==> src/rtl/pipe_hazard_ctrl.sv <==
// rtl/pipe_hazard_ctrl.sv - stall/flush sequencer for the 5-stage core pipeline
module pipe_hazard_ctrl #(
  parameter int BR_PENALTY  = 1,
  parameter int MEM_TIMEOUT = 255
) (
  input  logic        clk,
  input  logic        rstn,
  input  logic [4:0]  id_rs1_addr,
  input  logic [4:0]  id_rs2_addr,
  input  logic        id_rs1_used,
  input  logic        id_rs2_used,
  input  logic        ex_mem_rd,
  input  logic [4:0]  ex_rd_addr,
  input  logic        ex_branch_taken,
  input  logic        dmem_req,
  input  logic        dmem_ready,
  input  logic        err_clr,
  output logic        pc_hold,
  output logic        ifid_hold,
  output logic        ifid_flush,
  output logic        idex_hold,
  output logic        idex_bubble,
  output logic        exmem_hold,
  output logic        bus_err,
  output logic [31:0] stall_cnt,
  output logic [15:0] flush_cnt
);

  localparam logic [1:0] S_RUN      = 2'd0;
  localparam logic [1:0] S_MEM_WAIT = 2'd1;
  localparam logic [1:0] S_FLUSH    = 2'd2;

  logic [1:0]  state_q, state_d;
  logic [1:0]  ret_state_q, ret_state_d;
  logic [2:0]  fl_cnt_q, fl_cnt_d;
  logic [7:0]  wait_cnt_q, wait_cnt_d;
  logic        bus_err_q, bus_err_d;
  logic [31:0] stall_cnt_q, stall_cnt_d;
  logic [15:0] flush_cnt_q, flush_cnt_d;

  logic memw, lu;
  logic freeze, do_run, do_flush, flush_inc, timeout_hit;
  logic pc_hold_c, ifid_hold_c, ifid_flush_c, idex_bubble_c;

  assign memw = dmem_req & ~dmem_ready;
  assign lu   = ex_mem_rd & (ex_rd_addr != 5'd0) &
                ((id_rs1_used & (id_rs1_addr == ex_rd_addr)) |
                 (id_rs2_used & (id_rs2_addr == ex_rd_addr)));

  always_comb begin
    state_d       = state_q;
    ret_state_d   = ret_state_q;
    fl_cnt_d      = fl_cnt_q;
    wait_cnt_d    = wait_cnt_q;
    freeze        = 1'b0;
    do_run        = 1'b0;
    do_flush      = 1'b0;
    flush_inc     = 1'b0;
    pc_hold_c     = 1'b0;
    ifid_hold_c   = 1'b0;
    ifid_flush_c  = 1'b0;
    idex_bubble_c = 1'b0;

    case (state_q)
      S_RUN: begin
        if (memw) begin
          freeze      = 1'b1;
          state_d     = S_MEM_WAIT;
          ret_state_d = S_RUN;
          wait_cnt_d  = 8'd1;
        end else begin
          do_run = 1'b1;
        end
      end
      S_MEM_WAIT: begin
        if (!dmem_ready) begin
          freeze     = 1'b1;
          wait_cnt_d = (wait_cnt_q == 8'hFF) ? wait_cnt_q : wait_cnt_q + 8'd1;
        end else if (ret_state_q == S_FLUSH) begin
          do_flush = 1'b1;
        end else begin
          do_run = 1'b1;
        end
      end
      S_FLUSH: begin
        // A stalled MEM access freezes the flush sequence; fl_cnt resumes afterwards.
        if (memw) begin
          freeze      = 1'b1;
          state_d     = S_MEM_WAIT;
          ret_state_d = S_FLUSH;
          wait_cnt_d  = 8'd1;
        end else begin
          do_flush = 1'b1;
        end
      end
      default: state_d = S_RUN;
    endcase

    if (do_run) begin
      state_d = S_RUN;
      if (ex_branch_taken) begin
        ifid_flush_c  = 1'b1;
        idex_bubble_c = 1'b1;
        flush_inc     = 1'b1;
        if (BR_PENALTY > 1) begin
          state_d  = S_FLUSH;
          fl_cnt_d = 3'(BR_PENALTY - 1);
        end
      end else if (lu) begin
        pc_hold_c     = 1'b1;
        ifid_hold_c   = 1'b1;
        idex_bubble_c = 1'b1;
      end
    end

    if (do_flush) begin
      ifid_flush_c = 1'b1;
      fl_cnt_d     = fl_cnt_q - 3'd1;
      state_d      = (fl_cnt_q <= 3'd1) ? S_RUN : S_FLUSH;
    end

    if (freeze) begin
      pc_hold_c   = 1'b1;
      ifid_hold_c = 1'b1;
    end
  end

  assign timeout_hit = freeze & (wait_cnt_d == 8'(MEM_TIMEOUT));

  always_comb begin
    bus_err_d   = timeout_hit ? 1'b1 : (err_clr ? 1'b0 : bus_err_q);
    stall_cnt_d = (pc_hold_c && (stall_cnt_q != '1)) ? stall_cnt_q + 32'd1 : stall_cnt_q;
    flush_cnt_d = (flush_inc && (flush_cnt_q != '1)) ? flush_cnt_q + 16'd1 : flush_cnt_q;
  end

  always_ff @(posedge clk or negedge rstn) begin
    if (!rstn) begin
      state_q     <= S_RUN;
      ret_state_q <= S_RUN;
      fl_cnt_q    <= '0;
      wait_cnt_q  <= '0;
      bus_err_q   <= 1'b0;
      stall_cnt_q <= '0;
      flush_cnt_q <= '0;
    end else begin
      state_q     <= state_d;
      ret_state_q <= ret_state_d;
      fl_cnt_q    <= fl_cnt_d;
      wait_cnt_q  <= wait_cnt_d;
      bus_err_q   <= bus_err_d;
      stall_cnt_q <= stall_cnt_d;
      flush_cnt_q <= flush_cnt_d;
    end
  end

  // Holds are gated by rstn so they release the instant reset is asserted.
  assign pc_hold     = rstn & pc_hold_c;
  assign ifid_hold   = rstn & ifid_hold_c;
  assign ifid_flush  = rstn & ifid_flush_c;
  assign idex_hold   = rstn & freeze;
  assign idex_bubble = rstn & idex_bubble_c;
  assign exmem_hold  = rstn & freeze;
  assign bus_err     = bus_err_q;
  assign stall_cnt   = stall_cnt_q;
  assign flush_cnt   = flush_cnt_q;

endmodule

==> config.mk <==
export PLATFORM = sky130hd
export DESIGN_NAME = pipe_hazard_ctrl
export DESIGN_NICKNAME = d
export VERILOG_FILES = /design/src/rtl/pipe_hazard_ctrl.sv
export SDC_FILE = /design/constraint.sdc
export NUM_CORES = 1
export LEC_CHECK = 0
export CAP_MARGIN = 20
export CORE_ASPECT_RATIO = 1.2
export CORE_MARGIN = 4
export CORE_UTILIZATION = 50
export DETAILED_ROUTE_END_ITERATION = 12
export PLACE_DENSITY = 0.8
export SLEW_MARGIN = 0
export SYNTH_ARGS = -nofsm -noshare
export SYNTH_HDL_FRONTEND = slang
export SYNTH_SLANG_ARGS = --single-unit
==> constraint.sdc <==
create_clock -name clk -period 3.15 [get_ports clk]
set_clock_uncertainty 0.05 [all_clocks]
set_input_delay 0.4725 -clock clk [delete_from_list [all_inputs] [get_ports clk]]
set_output_delay 0.4725 -clock clk [all_outputs]
set_load 0.005 [all_outputs]
# Word-level counts from Yosys, hierarchy flattened
# Index checks and enable logic that the tools add are counted.
[totals]
regBits = 64
[classes]
muxes = 33
n_lt_le_gt_ge = 1
addsub = 4
n_bitwise = 12
n_reduce_logical = 9
n_eq_ne = 13
[ops]
columns = ["operator", "count"]
rows = [
  ["adder 32 x 1 -> 32 bit (second input constant)", 1],
  ["!= test 32 bit (second input constant)", 1],
  ["2-to-1 mux 8 bit", 3],
  ["2-to-1 mux 1 bit", 18],
  ["adder 16 x 1 -> 16 bit (second input constant)", 1],
  ["== test 8 bit (second input constant)", 2],
  ["!= test 16 bit (second input constant)", 1],
  ["one-hot mux 8 bit (2 select lines)", 1],
  ["2-to-1 mux 2 bit", 6],
  ["bitwise AND 1 bit", 10],
  ["== test 5 bit", 2],
  ["adder 8 x 1 -> 8 bit (second input constant)", 1],
  ["one-hot mux 2 bit (2 select lines)", 2],
  ["one-hot mux 1 bit (2 select lines)", 3],
  ["nonzero test 5 bit", 1],
  ["== test 2 bit (second input constant)", 2],
  ["!= test 2 bit (second input constant)", 2],
  ["!= test 4 x 1 -> 1 bit (second input constant)", 1],
  ["nonzero test 2 bit", 2],
  ["<= comparator 3 x 1 -> 1 bit (second input constant)", 1],
  ["!= test 3 bit (second input constant)", 1],
  ["AND reduction 3 bit", 1],
  ["subtractor 3 x 1 -> 3 bit (second input constant)", 1],
  ["== test 2 x 1 -> 1 bit (second input constant)", 1],
  ["6 further kinds", 7],
]

# Longest topological paths before layout
[logic_depth]
word_depth = 9
depth_mapped = 10

# Worst setup path before layout
# No wires, ideal clock.
[synth_timing]
path_kind = "register -> output"
startpoint = "register state_q[0]"
endpoint = "output pc_hold"
path_buffers = 1
path_stages_with_launch = 9
setup_slack_ns = 1.026
arrival_ns = 1.601
cell_sequence = "dfrtp_1 inv_1 ha_1 or2_2 a21oi_1 nor3_1 a31oi_2 nor2b_1 buf_4"
[synth_between]
elab_chain_cells = 5
[synth_rtl]
columns = ["element", "line", "source"]
rows = [
  ["start: declaration", "33", "logic [1:0] state_q, state_d;"],
  ["start signal: assignment", "146", "state_q <= state_d;"],
  ["== test 2 x 1 -> 1 bit (tied with other cells)", "64", "case (state_q)"],
  ["one-hot mux 1 bit (2 select lines) / OR reduction 2 bit (equally long branches)", "--", ""],
  ["2-to-1 mux 1 bit / one-hot mux 1 bit (2 select lines) (equally long branches)", "--", ""],
  ["2-to-1 mux 1 bit *", "--", ""],
  ["bitwise AND 1 bit *", "--", ""],
  ["end: declaration", "18", "output logic pc_hold,"],
]
# Every way passes the cells marked *; elsewhere a longest branch is shown, timed or not.

# Final worst setup path
[layout_timing]
startpoint = "input ex_rd_addr[4]"
endpoint = "output pc_hold"
[layout_between]
elab_chain_cells = 9
[layout_rtl]
columns = ["element", "line", "source"]
rows = [
  ["start: declaration", "13", "input logic [4:0] ex_rd_addr,"],
  ["== test 5 bit, on equally long branches", "47, 48", ""],
  ["bitwise AND 1 bit, on equally long branches", "47, 48", ""],
  ["OR 1 bit", "47", "((id_rs1_used & (id_rs1_addr == ex_rd_addr)) |"],
  ["bitwise AND 1 bit *", "46", "assign lu = ex_mem_rd & (ex_rd_addr != 5'd0) &"],
  ["2-to-1 mux 1 bit *", "109", "end else if (lu) begin"],
  ["2-to-1 mux 1 bit *", "101", "if (ex_branch_taken) begin"],
  ["2-to-1 mux 1 bit *", "99", "if (do_run) begin"],
  ["2-to-1 mux 1 bit *", "122", "if (freeze) begin"],
  ["bitwise AND 1 bit *", "157", "assign pc_hold = rstn & pc_hold_c;"],
]
# Marked as above.

==> qor.yml <==
place:
  portBuffers: 78
  dp_hpwl_mm: 5.91
  routabilityCongestion: 0.903
  place_ws_ps: 141
setup_path:
  critical_path.max_stage_delay_ps: 520
  endpoint: "pc_hold"
  critPathLaunchType: "primary input"
  startpoint: "ex_rd_addr[4]"
  cp_max_fo: 3
  path_cells: "clkdlybuf4s50_1, xnor2_1, nand4_1, o22ai_1, a31oi_2, nor2b_1, clkdlybuf4s50_1"
  r2r-end: "stall_cnt[30]"
  cp.required_ps: 2630
  r2r-start: "stall_cnt[0]"
  cp-end-kind: "output port"
  r2r.worst_path.cells: 8
  critPathSlowestCell: "clkdlybuf4s50_1"
  critPathKind: "primary input to output port"
  worst-path-stages: 7
  worstPathArrival_ps: 2480
  cpMostUsedCell: "clkdlybuf4s50_1"
  path_delay_family: "buffers and inverters"
  crit_buf_inv: 2
  rrSetupSlack_ps: 770
floorplanning:
  dieArea_um2: 8100
  coreArea_um2: 6490
  die_w_um: 82.8
  ios: 79
  dieHeight_um: 97.8
  rows: 32
  start_util: 0.518
logic_synthesis:
  synthCells: 340
  synth_warnings: 0
  synth-edff-count: 0
  syn_area_per_cell_um2: 9.88
  seq_area_frac_synth: 0.469
  async_flop_share: 1.00
  synthesis.nets: 372
  yosysMostFrequentCell: "dfrtp_1"
  yosysTopAreaCell: "dfrtp_1"
  synthTopCellsByArea: "dfrtp_1, xnor2_1, nand3_1"
  syn_area_um2: 3360
  ys_seq_elements: 63
  ys_types: 49
  yosysTopAreaCellShare: 0.469
  synthTopCellsByCount: "dfrtp_1, xnor2_1, nand2_1"
  synth_ff_type: "dfrtp_1"
clock_tree:
  clk_latency_ps: 330
  clockBufferDepth: 2
  cts_setup_buffers: 0
  cts.sinks: 63
  path_clk_slew_ps: 70
  cts-buffers-inserted: 9
  ctsHtreeMaxLevel: 3
  cts_tree: "built"
  cts_root_buf: "clkbuf_8"
timing:
  fmax_ghz: 0.333
  slew_headroom: 0.650
  fin_crit_ps: 3000
  setup_slack_ps: 150
  finalHoldViolCount: 0
  setup_tns_ps: 0
  setup_viol_count_final: 0
  tightestPinTransition_ps: 519
  grt_setup_unrepaired: "no"
  slew_violations: 0
  finalCritPeriodShare: 0.952
power:
  p_per_area_nw_per_um2: 543
  leakagePower_uw: 0.00186
  vdd_drop_max_mv: 0.371
layout:
  antenna_cells: 0
  syn2layout_area_growth_pct: 32.8
  drive_gt1_frac: 0.0831
  nNetsFinal: 460
outcome:
  status: "finished, final reports clean"
grt:
  grt_pass1_wl_mm: 13.3
  grt_max_degree: 34
  grt_overflow: 0
  antenna_found_initial: 0
  track_usage: 0.201
  grt_pass1_vias: 2765
routing:
  ant_nets: 0
  viasPerCell: 5.43
  routed_wl_mm: 7.94
  dr.pass1.iters: 4
  wl_per_cell_um: 15.3
  drc: 0
  vias: 2811
  drt_iter0_drc: 118
job:
  drv_cap: 0
min_path:
  min_path_type: "flop to flop"
## report_power, final
| group | switching, uW | total, uW | internal (uW) |
|---|---|---|---|
| Clock | 290 | 734 | 444 |
| Sequential | 137 | 1040 | 907 |
| Combinational | 297 | 643 | 347 |
| Total | 724 | 2420 | 1700 |
## layout by cell type, fill, tap and decap left out, types with 5 or more instances in the layout
cell / count
nand3_1: 27
and3_1: 7
dfrtp_1: 63
inv_1: 13
nor3_1: 13
a31oi_1: 5
ha_1: 8
clkdlybuf4s50_1: 77
nand2_1: 35
clkbuf_8: 9
buf_4: 6
xor2_1: 12
a21oi_1: 8
nand4_1: 18
xnor2_1: 45
nor2_1: 26
## flip-flops by register name, summed over array words and instances (netlist names)
signal / count
bus_err: 1
fl_cnt_q: 3
flush_cnt: 16
ret_state_q: 1
stall_cnt: 32
state_q: 2
wait_cnt_q: 8
## logic make-up (layout without fill, tap and decap cells)
logic type                 Yosys count  count (layout)  synth area share
AOI/OAI and AO/OA                   37              37            0.0768
adders and majority gates            8               8            0.0298
and+or+nand+nor                    152             152             0.240
DFF                                 63              63             0.469
muxes                                2               2           0.00671
xor gates and xnor gates            57              57             0.149
buffers and inverters               21             114            0.0283
## layout make-up
cell class | instances | area [um^2]
Inverter | 13 | 48.8
Clock inverter | 4 | 70.1
Sequential cell | 63 | 1580
Fill cell | 532 | 2030
Tap cell | 85 | 106
Timing Repair Buffer | 85 | 831
Clock buffer | 12 | 135
Multi-Input combinational cell | 256 | 1690
## stage by stage
step           hold slack, ps   util  std cells  instance area, um^2  power, uW
2_1_floorplan             127      -        340                 3360       1370
3_3_place_gp              322  0.654        501                 4240       1670
3_5_place_dp              322  0.654        501                 4240       1700
4_1_cts                   434  0.687        518                 4450       2450
5_1_grt                   453  0.688        518                 4460       2560
6_report                  428  0.688        518                 4460       2420
## layer usage
metal  up-vias  GRT usage  part of all wire
met5         -          0                 0
met4         0     0.0918             0.025
met3        16     0.0532             0.052
met2        99      0.323              0.48
met1      1321      0.254              0.44
li1       1375          -                 -
## how the worst min path moves through the flow
stage | from | depth (start not counted) | endpoint | slack, ps
5_1_grt | fl_cnt_q[2] | 1 | fl_cnt_q[2] | 450
3_5_place_dp | rstn | 1 | ret_state_q[1] | 320
6_report | fl_cnt_q[2] | 1 | fl_cnt_q[2] | 430
3_3_place_gp | rstn | 1 | ret_state_q[1] | 320
2_1_floorplan | rstn | 0 | bus_err | 130
4_1_cts | fl_cnt_q[2] | 1 | fl_cnt_q[2] | 430
## what timing repair did
action	4_1_cts	5_1_grt
hold buffers	1	0
endpoints found under the setup margin	0	1
hold endpoints to repair	7	0
resized for setup	0	1
No activity file was read; power rests on OpenSTA's default activity.
